$ cat src/rtl/uart_pkg.sv
// Shared UART definitions: width defaults, Rx configuration field offsets
// and the receive-controller state encoding.
package uart_pkg;

  localparam int unsigned MAX_UART_DATA_W_DEF = 8;
  localparam int unsigned TOTAL_CONF_W_DEF    = 5;

  // Rx configuration word layout: {data[1:0], stop[1:0], parity_en}
  localparam int unsigned PARITY_EN_BIT = 0;
  localparam int unsigned STOP_LSB      = 1;
  localparam int unsigned DATA_LSB      = 3;

  typedef enum logic [1:0] {
    ST_DISABLED = 2'b00,
    ST_RUNNING  = 2'b01,
    ST_DRAIN    = 2'b10,
    ST_APPLY    = 2'b11
  } rx_ctrl_state_t;

endpackage

$ cat src/rtl/uart_rx_fifo.sv
// First-word-fall-through FIFO with async reset; the head entry is always
// visible on rdata_o while the FIFO is not empty.
module uart_rx_fifo #(
  parameter int unsigned WIDTH = 10,
  parameter int unsigned DEPTH = 4,
  parameter int unsigned PTR_W = 2
) (
  input  logic             clk_i,
  input  logic             rst_i,
  input  logic             push_i,
  input  logic             pop_i,
  input  logic [WIDTH-1:0] wdata_i,
  output logic [WIDTH-1:0] rdata_o,
  output logic             full_o,
  output logic             empty_o,
  output logic [PTR_W:0]   level_o
);

  localparam logic [PTR_W:0] DEPTH_CNT = (PTR_W + 1)'(DEPTH);

  logic [WIDTH-1:0] mem [DEPTH];
  logic [PTR_W:0]   wr_cnt_q;
  logic [PTR_W:0]   rd_cnt_q;
  logic [PTR_W:0]   level;
  logic             do_push;
  logic             do_pop;

  always_comb begin
    level   = wr_cnt_q - rd_cnt_q;
    full_o  = (level == DEPTH_CNT);
    empty_o = (wr_cnt_q == rd_cnt_q);
    level_o = level;
    do_pop  = pop_i & ~empty_o;
    // A push into a full FIFO is only accepted when the head leaves in the same cycle.
    do_push = push_i & (~full_o | do_pop);
    rdata_o = mem[rd_cnt_q[PTR_W-1:0]];
  end

  always_ff @(posedge clk_i or posedge rst_i) begin
    if (rst_i) begin
      wr_cnt_q <= '0;
      rd_cnt_q <= '0;
      for (int unsigned i = 0; i < DEPTH; i++) begin
        mem[i] <= '0;
      end
    end else begin
      if (do_push) begin
        mem[wr_cnt_q[PTR_W-1:0]] <= wdata_i;
        wr_cnt_q                 <= wr_cnt_q + 1'b1;
      end
      if (do_pop) begin
        rd_cnt_q <= rd_cnt_q + 1'b1;
      end
    end
  end

endmodule

$ cat src/rtl/uart_rx_ctrl.sv
// UART receive-path controller: Rx enable/config sequencing, done-edge capture
// into a FWFT FIFO and sticky overrun. Optional macro UART_RX_CTRL_ERR_DROP_EN.
module uart_rx_ctrl
  import uart_pkg::*;
#(
  parameter int unsigned MAX_UART_DATA_W = MAX_UART_DATA_W_DEF,
  parameter int unsigned TOTAL_CONF_W    = TOTAL_CONF_W_DEF,
  parameter int unsigned FIFO_DEPTH      = 4,
  parameter int unsigned FIFO_PTR_W      = 2
) (
  input  logic                       clk_i,
  input  logic                       rst_i,
  input  logic                       enable_i,
  input  logic                       cfg_wr_i,
  input  logic [TOTAL_CONF_W-1:0]    cfg_data_i,
  output logic                       cfg_ack_o,
  output logic                       rx_en_o,
  output logic [TOTAL_CONF_W-1:0]    rx_conf_o,
  input  logic                       rx_done_i,
  input  logic                       rx_busy_i,
  input  logic                       rx_parity_err_i,
  input  logic                       rx_stop_err_i,
  input  logic [MAX_UART_DATA_W-1:0] rx_data_i,
  output logic                       rd_valid_o,
  input  logic                       rd_ready_i,
  output logic [MAX_UART_DATA_W-1:0] rd_data_o,
  output logic                       rd_parity_err_o,
  output logic                       rd_stop_err_o,
  output logic [FIFO_PTR_W:0]        fifo_level_o,
`ifdef UART_RX_CTRL_ERR_DROP_EN
  output logic                       err_drop_o,
`endif
  output logic                       overrun_o,
  input  logic                       ovr_clr_i
);

  localparam int unsigned ENTRY_W = MAX_UART_DATA_W + 2;

  rx_ctrl_state_t            state_q;
  rx_ctrl_state_t            state_d;
  logic                      pend_q;
  logic [TOTAL_CONF_W-1:0]   pend_data_q;
  logic [TOTAL_CONF_W-1:0]   conf_q;
  logic                      ack_q;
  logic                      done_q;
  logic                      ovr_q;
  logic                      cfg_req;

  logic                      done_rise;
  logic                      push_req;
  logic                      pop;
  logic                      ovr_event;
  logic                      fifo_full;
  logic                      fifo_empty;
  logic [ENTRY_W-1:0]        push_entry;
  logic [ENTRY_W-1:0]        head_entry;

  // A write arriving this cycle already counts as pending so DRAIN follows next cycle.
  always_comb begin
    state_d = state_q;
    cfg_req = pend_q | cfg_wr_i;
    case (state_q)
      ST_DISABLED: begin
        if (cfg_req) begin
          state_d = ST_DRAIN;
        end else if (enable_i) begin
          state_d = ST_RUNNING;
        end
      end
      ST_RUNNING: begin
        if (cfg_req) begin
          state_d = ST_DRAIN;
        end else if (!enable_i) begin
          state_d = ST_DISABLED;
        end
      end
      ST_DRAIN: begin
        if (!rx_busy_i) begin
          state_d = ST_APPLY;
        end
      end
      ST_APPLY: begin
        state_d = enable_i ? ST_RUNNING : ST_DISABLED;
      end
      default: state_d = ST_DISABLED;
    endcase
  end

  always_comb begin
    done_rise  = rx_done_i & ~done_q;
    push_entry = {rx_stop_err_i, rx_parity_err_i, rx_data_i};
`ifdef UART_RX_CTRL_ERR_DROP_EN
    push_req   = done_rise & ~(rx_parity_err_i | rx_stop_err_i);
`else
    push_req   = done_rise;
`endif
    pop        = ~fifo_empty & rd_ready_i;
    ovr_event  = push_req & fifo_full & ~pop;
  end

  always_ff @(posedge clk_i or posedge rst_i) begin
    if (rst_i) begin
      state_q     <= ST_DISABLED;
      pend_q      <= 1'b0;
      pend_data_q <= '0;
      conf_q      <= '0;
      ack_q       <= 1'b0;
      done_q      <= 1'b0;
      ovr_q       <= 1'b0;
    end else begin
      state_q <= state_d;
      done_q  <= rx_done_i;
      ack_q   <= (state_q == ST_APPLY);
      if (state_q == ST_APPLY) begin
        conf_q <= pend_data_q;
      end
      // A write in the APPLY cycle survives as a fresh pending request.
      if (cfg_wr_i) begin
        pend_q      <= 1'b1;
        pend_data_q <= cfg_data_i;
      end else if (state_q == ST_APPLY) begin
        pend_q <= 1'b0;
      end
      if (ovr_event) begin
        ovr_q <= 1'b1;
      end else if (ovr_clr_i) begin
        ovr_q <= 1'b0;
      end
    end
  end

`ifdef UART_RX_CTRL_ERR_DROP_EN
  logic err_drop_q;

  always_ff @(posedge clk_i or posedge rst_i) begin
    if (rst_i) begin
      err_drop_q <= 1'b0;
    end else begin
      err_drop_q <= done_rise & (rx_parity_err_i | rx_stop_err_i);
    end
  end

  assign err_drop_o = err_drop_q;
`endif

  uart_rx_fifo #(
    .WIDTH (ENTRY_W),
    .DEPTH (FIFO_DEPTH),
    .PTR_W (FIFO_PTR_W)
  ) u_fifo (
    .clk_i   (clk_i),
    .rst_i   (rst_i),
    .push_i  (push_req),
    .pop_i   (pop),
    .wdata_i (push_entry),
    .rdata_o (head_entry),
    .full_o  (fifo_full),
    .empty_o (fifo_empty),
    .level_o (fifo_level_o)
  );

  assign rx_en_o         = (state_q == ST_RUNNING);
  assign rx_conf_o       = conf_q;
  assign cfg_ack_o       = ack_q;
  assign overrun_o       = ovr_q;
  assign rd_valid_o      = ~fifo_empty;
  assign rd_data_o       = head_entry[MAX_UART_DATA_W-1:0];
  assign rd_parity_err_o = head_entry[MAX_UART_DATA_W];
  assign rd_stop_err_o   = head_entry[MAX_UART_DATA_W+1];

endmodule

$ cat config.mk
export PLATFORM = sky130hd
export DESIGN_NAME = uart_rx_ctrl
export DESIGN_NICKNAME = d
export VERILOG_FILES = /design/src/rtl/uart_pkg.sv /design/src/rtl/uart_rx_fifo.sv /design/src/rtl/uart_rx_ctrl.sv
export SDC_FILE = /design/constraint.sdc
export NUM_CORES = 1
export LEC_CHECK = 0
export ABC_AREA = 1
export CAP_MARGIN = 10
export CELL_PAD_IN_SITES_DETAIL_PLACEMENT = 1
export CELL_PAD_IN_SITES_GLOBAL_PLACEMENT = 1
export CORE_MARGIN = 1
export CORE_UTILIZATION = 40
export DETAILED_ROUTE_END_ITERATION = 10
export GPL_TIMING_DRIVEN = 0
export PLACE_DENSITY = 0.89
export REMOVE_ABC_BUFFERS = 1
export SLEW_MARGIN = 20
export SYNTH_ARGS = -nofsm -noshare
export SYNTH_HDL_FRONTEND = slang
export SYNTH_SLANG_ARGS = --single-unit
$ cat constraint.sdc
create_clock -name clk_i -period 3.1 [get_ports clk_i]
set_input_delay 0.93 -clock clk_i [delete_from_list [all_inputs] [get_ports clk_i]]
set_output_delay 0.93 -clock clk_i [all_outputs]
set_load 0.03 [all_outputs]
==> Word-level counts from Yosys, hierarchy flattened <==
Cells that the tools add are included.
{ "word_totals": {"register_bits": 62, "input_bits": 23, "word_cells": 63} }
{ "classes": {"addsub": 3, "magnitude_cmp": 3, "eq_ne": 8, "muxes": 17, "n_bitwise": 14, "reduce_logical": 5} }
{ "ops": {"columns": ["cell", "count"], "rows": [
  ["bitwise mux 40 bit", 1],
  ["2-to-1 mux 10 bit", 3],
  ["binary-select mux 10 bit (select 2 bit)", 1],
  ["demux 10 bit (select 2 bit)", 1],
  ["2-to-1 mux 2 bit", 5],
  ["one-hot mux 2 bit (4 select lines)", 1],
  ["adder 3 x 1 -> 3 bit, second input constant", 2],
  ["AND 1 bit", 6],
  [">= comparator 3 bit, second input constant", 2],
  ["NOT 2 -> 3 bit", 2],
  ["2-to-1 mux 1 bit", 5],
  ["== test 2 bit, second input constant", 2],
  ["NOT 1 bit", 4],
  ["nonzero test 2 bit", 2],
  ["== test 3 bit", 1],
  ["== test 3 bit, second input constant", 1],
  ["< comparator 3 x 1 -> 1 bit, second input constant", 1],
  ["!= test 3 x 2 -> 1 bit, second input constant", 1],
  ["!= test 3 bit, second input constant", 1],
  ["AND reduction 3 bit", 1],
  ["subtractor 3 bit", 1],
  ["== test 2 x 1 -> 1 bit, second input constant", 1],
  ["logical NOT 2 bit", 1],
  ["!= test 2 bit, second input constant", 1],
  ["other kinds (2)", 3]
]} }

==> Depth between registers and ports, before layout <==
Gate-level depths: netlist of the first run.
{ "logic_depth": {"depth_word": 6, "ltp_mapped": 12} }

==> Modules after synthesis <==
From an unflattened synthesis of the first run, not the netlist that was laid out.
{ "hier_totals": {"cells_unflattened": 365, "hier_area_um2": 3120.5} }
{ "by_module_without_submodules": {"columns": ["mod", "n_inst", "cells_per_inst", "area_per_inst_um2"], "rows": [
  ["uart_rx_fifo", 1, 291, 2448.6],
  ["uart_rx_ctrl", 1, 74, 671.9]
]} }

==> Worst setup path after synthesis of the first run <==
Ideal clock, no wire load.
{ "synth_timing": {"path_type": "reg2out", "startpoint": "register u_fifo.wr_cnt_q[0]", "endpoint": "output fifo_level_o[1]", "t_arrival_ns": 1.349, "required_time_ns": 2.170, "setup_slack_ns": 0.821, "stages_incl_launch_ff": 5, "path_buffers": 0, "cell_sequence": "dfrtp_1 > inv_1 > ha_1 > inv_1 > fa_1"} }
{ "synth_between": {"elab_chain_len": 1} }
{ "synth_lines": {"columns": ["element", "line", "source"], "rows": [
  ["start, declared", "uart_rx_fifo.sv:22", "logic [PTR_W:0] wr_cnt_q;"],
  ["start signal, assigned", "uart_rx_fifo.sv:49", "wr_cnt_q <= wr_cnt_q + 1'b1;"],
  ["subtractor 3 bit", "uart_rx_fifo.sv:29", "level = wr_cnt_q - rd_cnt_q;"],
  ["end, declared", "uart_rx_ctrl.sv:29", "output logic [FIFO_PTR_W:0] fifo_level_o,"]
]} }
No other way between the ends.

==> Worst setup path in the final report of the first run <==
{ "layout_timing": {"startpoint": "register u_fifo.rd_cnt_q[0]", "endpoint": "output rd_stop_err_o"} }
{ "layout_between": {"elab_chain_len": 4} }
{ "layout_lines": {"columns": ["element", "line", "source"], "rows": [
  ["start, declared", "uart_rx_fifo.sv:23", "logic [PTR_W:0] rd_cnt_q;"],
  ["start signal, assigned", "uart_rx_fifo.sv:52", "rd_cnt_q <= rd_cnt_q + 1'b1;"],
  ["NOT 2 -> 3 bit (implied by the code)", "uart_rx_fifo.sv:36", "rdata_o = mem[rd_cnt_q[PTR_W-1:0]];"],
  ["binary-select mux 10 bit (select 2 bit)", "uart_rx_fifo.sv:36", null],
  ["2-to-1 mux 10 bit (implied by the code) (2 in a row)", "uart_rx_fifo.sv:36", null],
  ["end, declared", "uart_rx_ctrl.sv:28", "output logic rd_stop_err_o,"]
]} }
No other way between the ends. The select of a mux whose other input is x is not followed.

==> results of run 1 <==
## metrics by stage
| step | cells | util [%] | power [mW] | hold slack [ps] |
|---|---|---|---|---|
| after floorplan | 331 | - | 2.86 | 437 |
| final | 501 | 53.0 | 4.67 | 464 |
| after global routing | 501 | 53.0 | 4.97 | 489 |
| after global placement | 474 | 47.7 | 3.65 | 450 |
| after detailed placement | 476 | 48.5 | 3.76 | 453 |
| after CTS | 496 | 52.3 | 4.66 | 469 |
## worst max-delay path by stage
stage / from / to / slack, ps / cells past startpoint
5_1_grt: u_fifo.rd_cnt_q[0]$_DFFE_PP0P_ / rd_data_o[0] / 7 / 4
3_5_place_dp: u_fifo.rd_cnt_q[0]$_DFFE_PP0P_ / u_fifo.mem[4]$_DFFE_PP0P_ / -790 / 8
3_3_place_gp: rx_done_i / u_fifo.mem[6]$_DFFE_PP0P_ / -1150 / 6
2_1_floorplan: u_fifo.rd_cnt_q[0]$_DFFE_PP0P_ / u_fifo.mem[0]$_DFFE_PP0P_ / 150 / 8
6_report: u_fifo.rd_cnt_q[0]$_DFFE_PP0P_ / rd_stop_err_o / 60 / 6
4_1_cts: u_fifo.rd_cnt_q[0]$_DFFE_PP0P_ / rd_data_o[7] / 10 / 4
## what timing repair did
item / in CTS / in global routing
gates resized for setup: 15 / 9
cloned: 1 / 0
setup buffers: 4 / 5
setup endpoints to repair: 58 / 9
## sequential cells by signal, summed over array words and instances (netlist names)
signal,cells
done_q,1
u_fifo.mem,40
cfg_ack_o,1
rx_conf_o,5
u_fifo.rd_cnt_q,3
u_fifo.wr_cnt_q,3
pend_q,1
state_q,2
overrun_o,1
pend_data_q,5
## cells by family (layout without fill, tap and decap cells)
| kind of cell | after synthesis | after routing | synth area share [%] |
|---|---|---|---|
| XOR/XNOR | 3 | 3 | 0.866 |
| AO/OA/AOI/OAI | 46 | 46 | 8.04 |
| AND/OR/NAND/NOR | 190 | 190 | 29.8 |
| adder cells (fa/ha/maj) | 8 | 8 | 3.55 |
| buffers and inverters | 45 | 93 | 6.60 |
| flip-flops | 62 | 62 | 51.2 |
## critical path: cells and delay by family, from the launching register on
kind,cells,cell delay [ps]
buffers and inverters,4,920
flip-flops,1,550
AND/OR/NAND/NOR,1,150
AO/OA/AOI/OAI,1,140
## metal layers
layer,up-vias,wire [um],track usage [%]
li1,1274,-,-
met1,1380,3740,29.7
met2,71,4550,43.6
met3,15,394,4.80
met4,0,154,8.51
met5,-,0,0
## power breakdown
group	switching [mW]	internal [mW]	total (mW)
Clock	0.322	0.490	0.811
Combinational	1.58	0.848	2.43
Sequential	0.268	1.17	1.44
## final cells by class
type,instances,area [um2]
Clock inverter,4,70.1
Multi-Input combinational cell,247,1300
Clock buffer,11,151
Timing Repair inverter,1,7.51
Fill cell,881,3430
Tap cell,99,124
Sequential cell,62,1560
Timing Repair Buffer,55,563
Inverter,22,92.6
## layout by cell type, fill, tap and decap left out, types with 9 or more instances in the layout
cell and instances:
nand2_1 104, dfrtp_1 60, o22ai_1 11, nand4_1 41
inv_1 17, o21ai_0 33, nor2_1 28, buf_4 9
clkbuf_8 11, clkdlybuf4s50_1 32
## cells in the mapped netlist
| library cell | count |
|---|---|
| buf_4 | 1 |
| xnor2_1 | 1 |
| nand4_1 | 41 |
| nand3_1 | 7 |
| nand3_4 | 4 |
| nand2_4 | 1 |
| clkbuf_1 | 12 |
| inv_1 | 20 |
| buf_2 | 4 |
| fa_1 | 1 |
| inv_2 | 2 |
| xor2_1 | 2 |
| o22ai_1 | 11 |
| nand2_1 | 104 |
| nand2_2 | 3 |
| nor2_2 | 1 |
| ha_1 | 7 |
| o21ai_0 | 33 |
| buf_6 | 3 |
| buf_1 | 3 |
| a21oi_1 | 2 |
| nor2_1 | 28 |
| nand3_2 | 1 |
| dfrtp_1 | 62 |
==> impl_results.md, run 1 <==
* Worst path max stage delay at 550 ps
* Die Y at approximately 89 um
* Cell row count at 31
* Initial DRC count at 159
* Gr usage total at 24.5%
* Final nets at roughly 430
* CTS root buf: clkbuf_8
* Final setup fails at 0
* Total number of vias at 2740
* Post-Route WL at roughly 9000 um
* Final Cycle Share at between 90 and 100%
* Initial antenna violation count at 0
* Slew HR at between 50% and 60%
* Number of diodes at 0
* Die area at around 8000 um2
* Hold path depth at 2
* Critical path endpoint category: primary output
* TritonCTS clock tree: yes
* Peak VDD IR at approximately 0.48 mV
* Critical path, cell by cell: clkinvlp_4, buf_4, buf_4, nor2_1, o22ai_1, dlygate4sd2_1
* Mean Syn Cell Area at ~8.6 um2
* R2r setup slk at around 240 ps
* Leakage at 1.90 nW
* Crit path arrival time at approximately 2100 ps
* Fin area at ~3900 um2
* Drt first pass iters at 4
* DP Worst Slack at -795 ps
* CP Class: register to primary output
* Top cell type's share of synthesized area at about half
* R2r endpoint: u_fifo.mem[9]$_DFFE_PP0P_
* Final Max Tran Viols at 0
* Hold Path Class: register to register
* Overflow after GRT at 0
* Max clock buf depth at 2
* Worst Tran Pin Value at between 600 and 700 ps
* Port bufs at 44
* Area contributors post-synth: dfrtp_1, nand2_1, nand4_1
* Critical path's slowest cell: dfrtp_4
* Die Wd at slightly below 90 um
* Wire length per cell at 17.6 um
* Final hold vios at 0
* Post-DP Area at roughly 3500 um2
* Area growth syn-to-layout at 27.4%
* CTS sink cnt at between 60 and 70
* Worst reg2reg startpoint: u_fifo.rd_cnt_q[0]$_DFFE_PP0P_
* RSZ-0062 raised after global routing: false
* Global-route wire length before repair at roughly 14000 um
* Min-Delay Endpoint: u_fifo.mem[10]$_DFFE_PP0P_
* Ys Warns at 0
* DP Wirelength at 5110 um
* Count of state elements after synthesis at a little over 60
* Crit-path most repeated cell: buf_4
* Number of hold buffers added after CTS at 0
* Setup ws final at around 56 ps
* Status: complete, no violations
* Post-Route Skew at about 7.1 ps
* DRC viols at 0
* Core area at 7290 um2
* Final min period at 3040 ps
* Hold_sp: u_fifo.mem[10]$_DFFE_PP0P_
* Max-Cap Viols at 0
* Setup TNS at 0 ps
* I/O pin count at between 40 and 50
* Via-to-Cell Ratio at 5.47
* Placer Congestion at 0.785
* Worst-Skew Late Latency at about 340 ps
* Post-synth cell types at 24
* Power density cells at between 1000 and 1500 nW/um2
* Number of CTS-inserted buffers at 9
* Post-synthesis sequential area ratio at roughly 51%
* Crit path max fanout at 13
* Worst-path clk slew at around 70 ps
* Starting Density at between 40% and 50%
* Post-synthesis cell type with the largest combined area: dfrtp_1
* Mapped Area at roughly 3000 um2
* Routed Antenna Nets at 0
* Number of global-route vias before repair at 2849
* Startpoint Class: register
* H-tree levels at 3
* Largest net degree at the start of global routing at 50
* F_max at roughly 0.33 GHz
* Worst Path Required at ~2200 ps
* Worst reg-to-reg path cell count at 8
* Cell count after synthesis at roughly 350
* Share of cells above drive strength 1 at about 11%
Note: power is estimated with default switching activity, not from simulation.
==> run 2: changes to the inputs <==
--- a/config.mk
+++ b/config.mk
@@ -11,6 +11,7 @@
 export CELL_PAD_IN_SITES_GLOBAL_PLACEMENT = 1
 export CORE_MARGIN = 1
 export CORE_UTILIZATION = 40
+export CTS_CLUSTER_DIAMETER = 200
 export DETAILED_ROUTE_END_ITERATION = 10
 export GPL_TIMING_DRIVEN = 0
 export PLACE_DENSITY = 0.89
==> results of run 2 <==
No change in the layout: final DEF, timing and power equal those of run 1.
==> run 3: changes to the inputs <==
--- a/config.mk
+++ b/config.mk
@@ -10,11 +10,11 @@
 export CELL_PAD_IN_SITES_DETAIL_PLACEMENT = 1
 export CELL_PAD_IN_SITES_GLOBAL_PLACEMENT = 1
 export CORE_MARGIN = 1
-export CORE_UTILIZATION = 40
+export CORE_UTILIZATION = 30
 export CTS_CLUSTER_DIAMETER = 200
 export DETAILED_ROUTE_END_ITERATION = 10
 export GPL_TIMING_DRIVEN = 0
-export PLACE_DENSITY = 0.89
+export PLACE_DENSITY = 0.67
 export REMOVE_ABC_BUFFERS = 1
 export SLEW_MARGIN = 20
 export SYNTH_ARGS = -nofsm -noshare
==> impl_results.md, run 3 (synthesis gave the netlist of run 1 again) <==
* Status: complete, no violations
* R2r endpoint: u_fifo.mem[9]$_DFFE_PP0P_
* Commonest non-fill, non-tap cell in the layout: nand2_1
* Die Y at around 100 um
* Via-to-Cell Ratio at 5.01
* Max-Cap Viols at 0
* Crit path arrival time at a little over 2000 ps
* Max clock buf depth at 2
* CP Capture Point: fifo_level_o[2]
* Worst-Skew Late Latency at approximately 340 ps
* Initial DRC count at between 150 and 200
* Finished Layout Cells at between 500 and 600
* TritonCTS clock tree: yes
* Slew HR at a little under three fifths
* Number of global-route vias before repair at 2612
* Post-placement cell count at 510
* Met1 Wirelength at approximately 4000 um
* Number of hold buffers added after CTS at 0
* Placer Congestion at 0.704
* Worst Path Required at 2170 ps
* CP Launch Point: u_fifo.wr_cnt_q[0]$_DFFE_PP0P_
* Number of CTS-inserted buffers at 9
* Largest net degree at the start of global routing at 50
* Routed Antenna Nets at 0
* F_max at 0.339 GHz
* Cell row count at 36
* Final nets at roughly 430
* RSZ-0062 raised after global routing: false
* Logic pwr share at between 50% and 60%
* CTS root buf: clkbuf_8
* Total number of vias at 2688
* Metal2 WL at approximately 4200 um
* DP Wirelength at between 5000 and 6000 um
* Gr usage total at between 10% and 20%
* Core area at a little under 10000 um2
* I/O pin count at 45
* Post-Route WL at 8690 um
* H-tree levels at 3
* Final Cycle Share at between 90% and 100%
* Leakage at 1.84 nW
* Die area at between 10000 and 15000 um2
* Critical path endpoint category: primary output
* CP Class: register to primary output
* Final setup fails at 0
* Startpoint Class: register
* Int Power at approximately 2.5 mW
* Crit path max fanout at 4
* Worst reg2reg startpoint: u_fifo.rd_cnt_q[0]$_DFFE_PP0P_
* Area growth syn-to-layout at 27.9%
* P_sw at about 2.1 mW
* DRC viols at 0
* Post-Route Skew at 8.58 ps
* Drt first pass iters at 4
* Worst Tran Pin Value at ~660 ps
* Commonest cells after routing, fill and taps aside: nand2_1, dfrtp_1, nand4_1, clkdlybuf4s50_1, nor2_1
* Setup ws final at 153 ps
* Sw frac at between 40% and 50%
* Top sig layer: met4
* Met3 routed WL at 426 um
* Final min period at 2950 ps
* Worst-path clk slew at approximately 60 ps
* Share of cells above drive strength 1 at between 10 and 15%
* Worst reg-to-reg path cell count at 8
* Die Wd at ~100 um
* Starting Density at 31.0%
* Wire length per cell at 16.2 um
* Final hold vios at 0
* Final Max Tran Viols at 0
* R2r setup slk at roughly 370 ps
* CTS sink cnt at 62
* Largest register FFs at 40
* DP Worst Slack at -864 ps
* Reg power frac at 30.5%
* Clock share of power at 17.2%
* Peak VDD IR at approximately 0.71 mV
* Initial antenna violation count at 0
* Number of diodes at 0
* Power density cells at ~1200 nW/um2
* Top reg by flops: u_fifo.mem
* Port bufs at 44
* Global-route wire length before repair at about 14000 um
* Hold Path Class: register to register
* Overflow after GRT at 0
-- run 3: area by class of cell --
class / count / area [um2]
inverter: 22 / 92.6
fill: 1180 / 5900
timing repair buffer: 55 / 542
clock buffer: 12 / 145
sequential: 62 / 1560
clock inverter: 4 / 70.1
tap: 133 / 166
multi-input combinational: 247 / 1300
timing repair inverter: 1 / 7.51
-- run 3: through the flow --
stage	instance area [um2]	hold WS, ps	total power [mW]	util (%)	setup TNS (ps)
after floorplan	2920	437	2.86	-	0
after global placement	3520	451	3.69	36.0	-80510
after detailed placement	3570	456	3.77	36.5	-25260
after CTS	3820	471	4.57	39.1	-150
after global routing	3880	499	4.92	39.7	0
final	3880	468	4.59	39.7	0
-- run 3: power by group through the flow --
stage / combinational (mW) / clock [mW] / sequential, mW
4_1_cts: 2.32 / 0.819 / 1.44
3_5_place_dp: 2.32 / 0 / 1.45
3_3_place_gp: 2.25 / 0 / 1.44
6_report: 2.40 / 0.791 / 1.40
2_1_floorplan: 1.42 / 0 / 1.44
5_1_grt: 2.63 / 0.843 / 1.44
-- run 3: worst min path at each step --
stage / from / endpoint / slack, ps / depth (start not counted)
2_1_floorplan: u_fifo.mem[10]$_DFFE_PP0P_ / u_fifo.mem[10]$_DFFE_PP0P_ / 440 / 2
6_report: u_fifo.mem[27]$_DFFE_PP0P_ / u_fifo.mem[27]$_DFFE_PP0P_ / 470 / 2
3_5_place_dp: u_fifo.mem[27]$_DFFE_PP0P_ / u_fifo.mem[27]$_DFFE_PP0P_ / 460 / 2
3_3_place_gp: u_fifo.mem[21]$_DFFE_PP0P_ / u_fifo.mem[21]$_DFFE_PP0P_ / 450 / 2
4_1_cts: u_fifo.mem[27]$_DFFE_PP0P_ / u_fifo.mem[27]$_DFFE_PP0P_ / 470 / 2
5_1_grt: u_fifo.mem[16]$_DFFE_PP0P_ / u_fifo.mem[16]$_DFFE_PP0P_ / 500 / 2
-- run 3: what timing repair did --
action,CTS,global route
setup buffers,3,6
gates resized for setup,27,3
cloned,0,1
endpoints found under the setup margin,58,10
-- run 3: critical path, stage by stage, from the launching register on --
cell             delay, ps
dfrtp_1                420
inv_2                  110
ha_1                   140
inv_1                   50
fa_1                   400
inv_1                   70
nand3_1                 90
nand2_2                100
clkdlybuf4s15_2        300
-- run 3: metal layers --
metal	track usage, %	up-vias
met3	4.61	7
met4	4.62	0
met1	23.3	1332
met2	29.7	65
li1	-	1284
met5	0	-
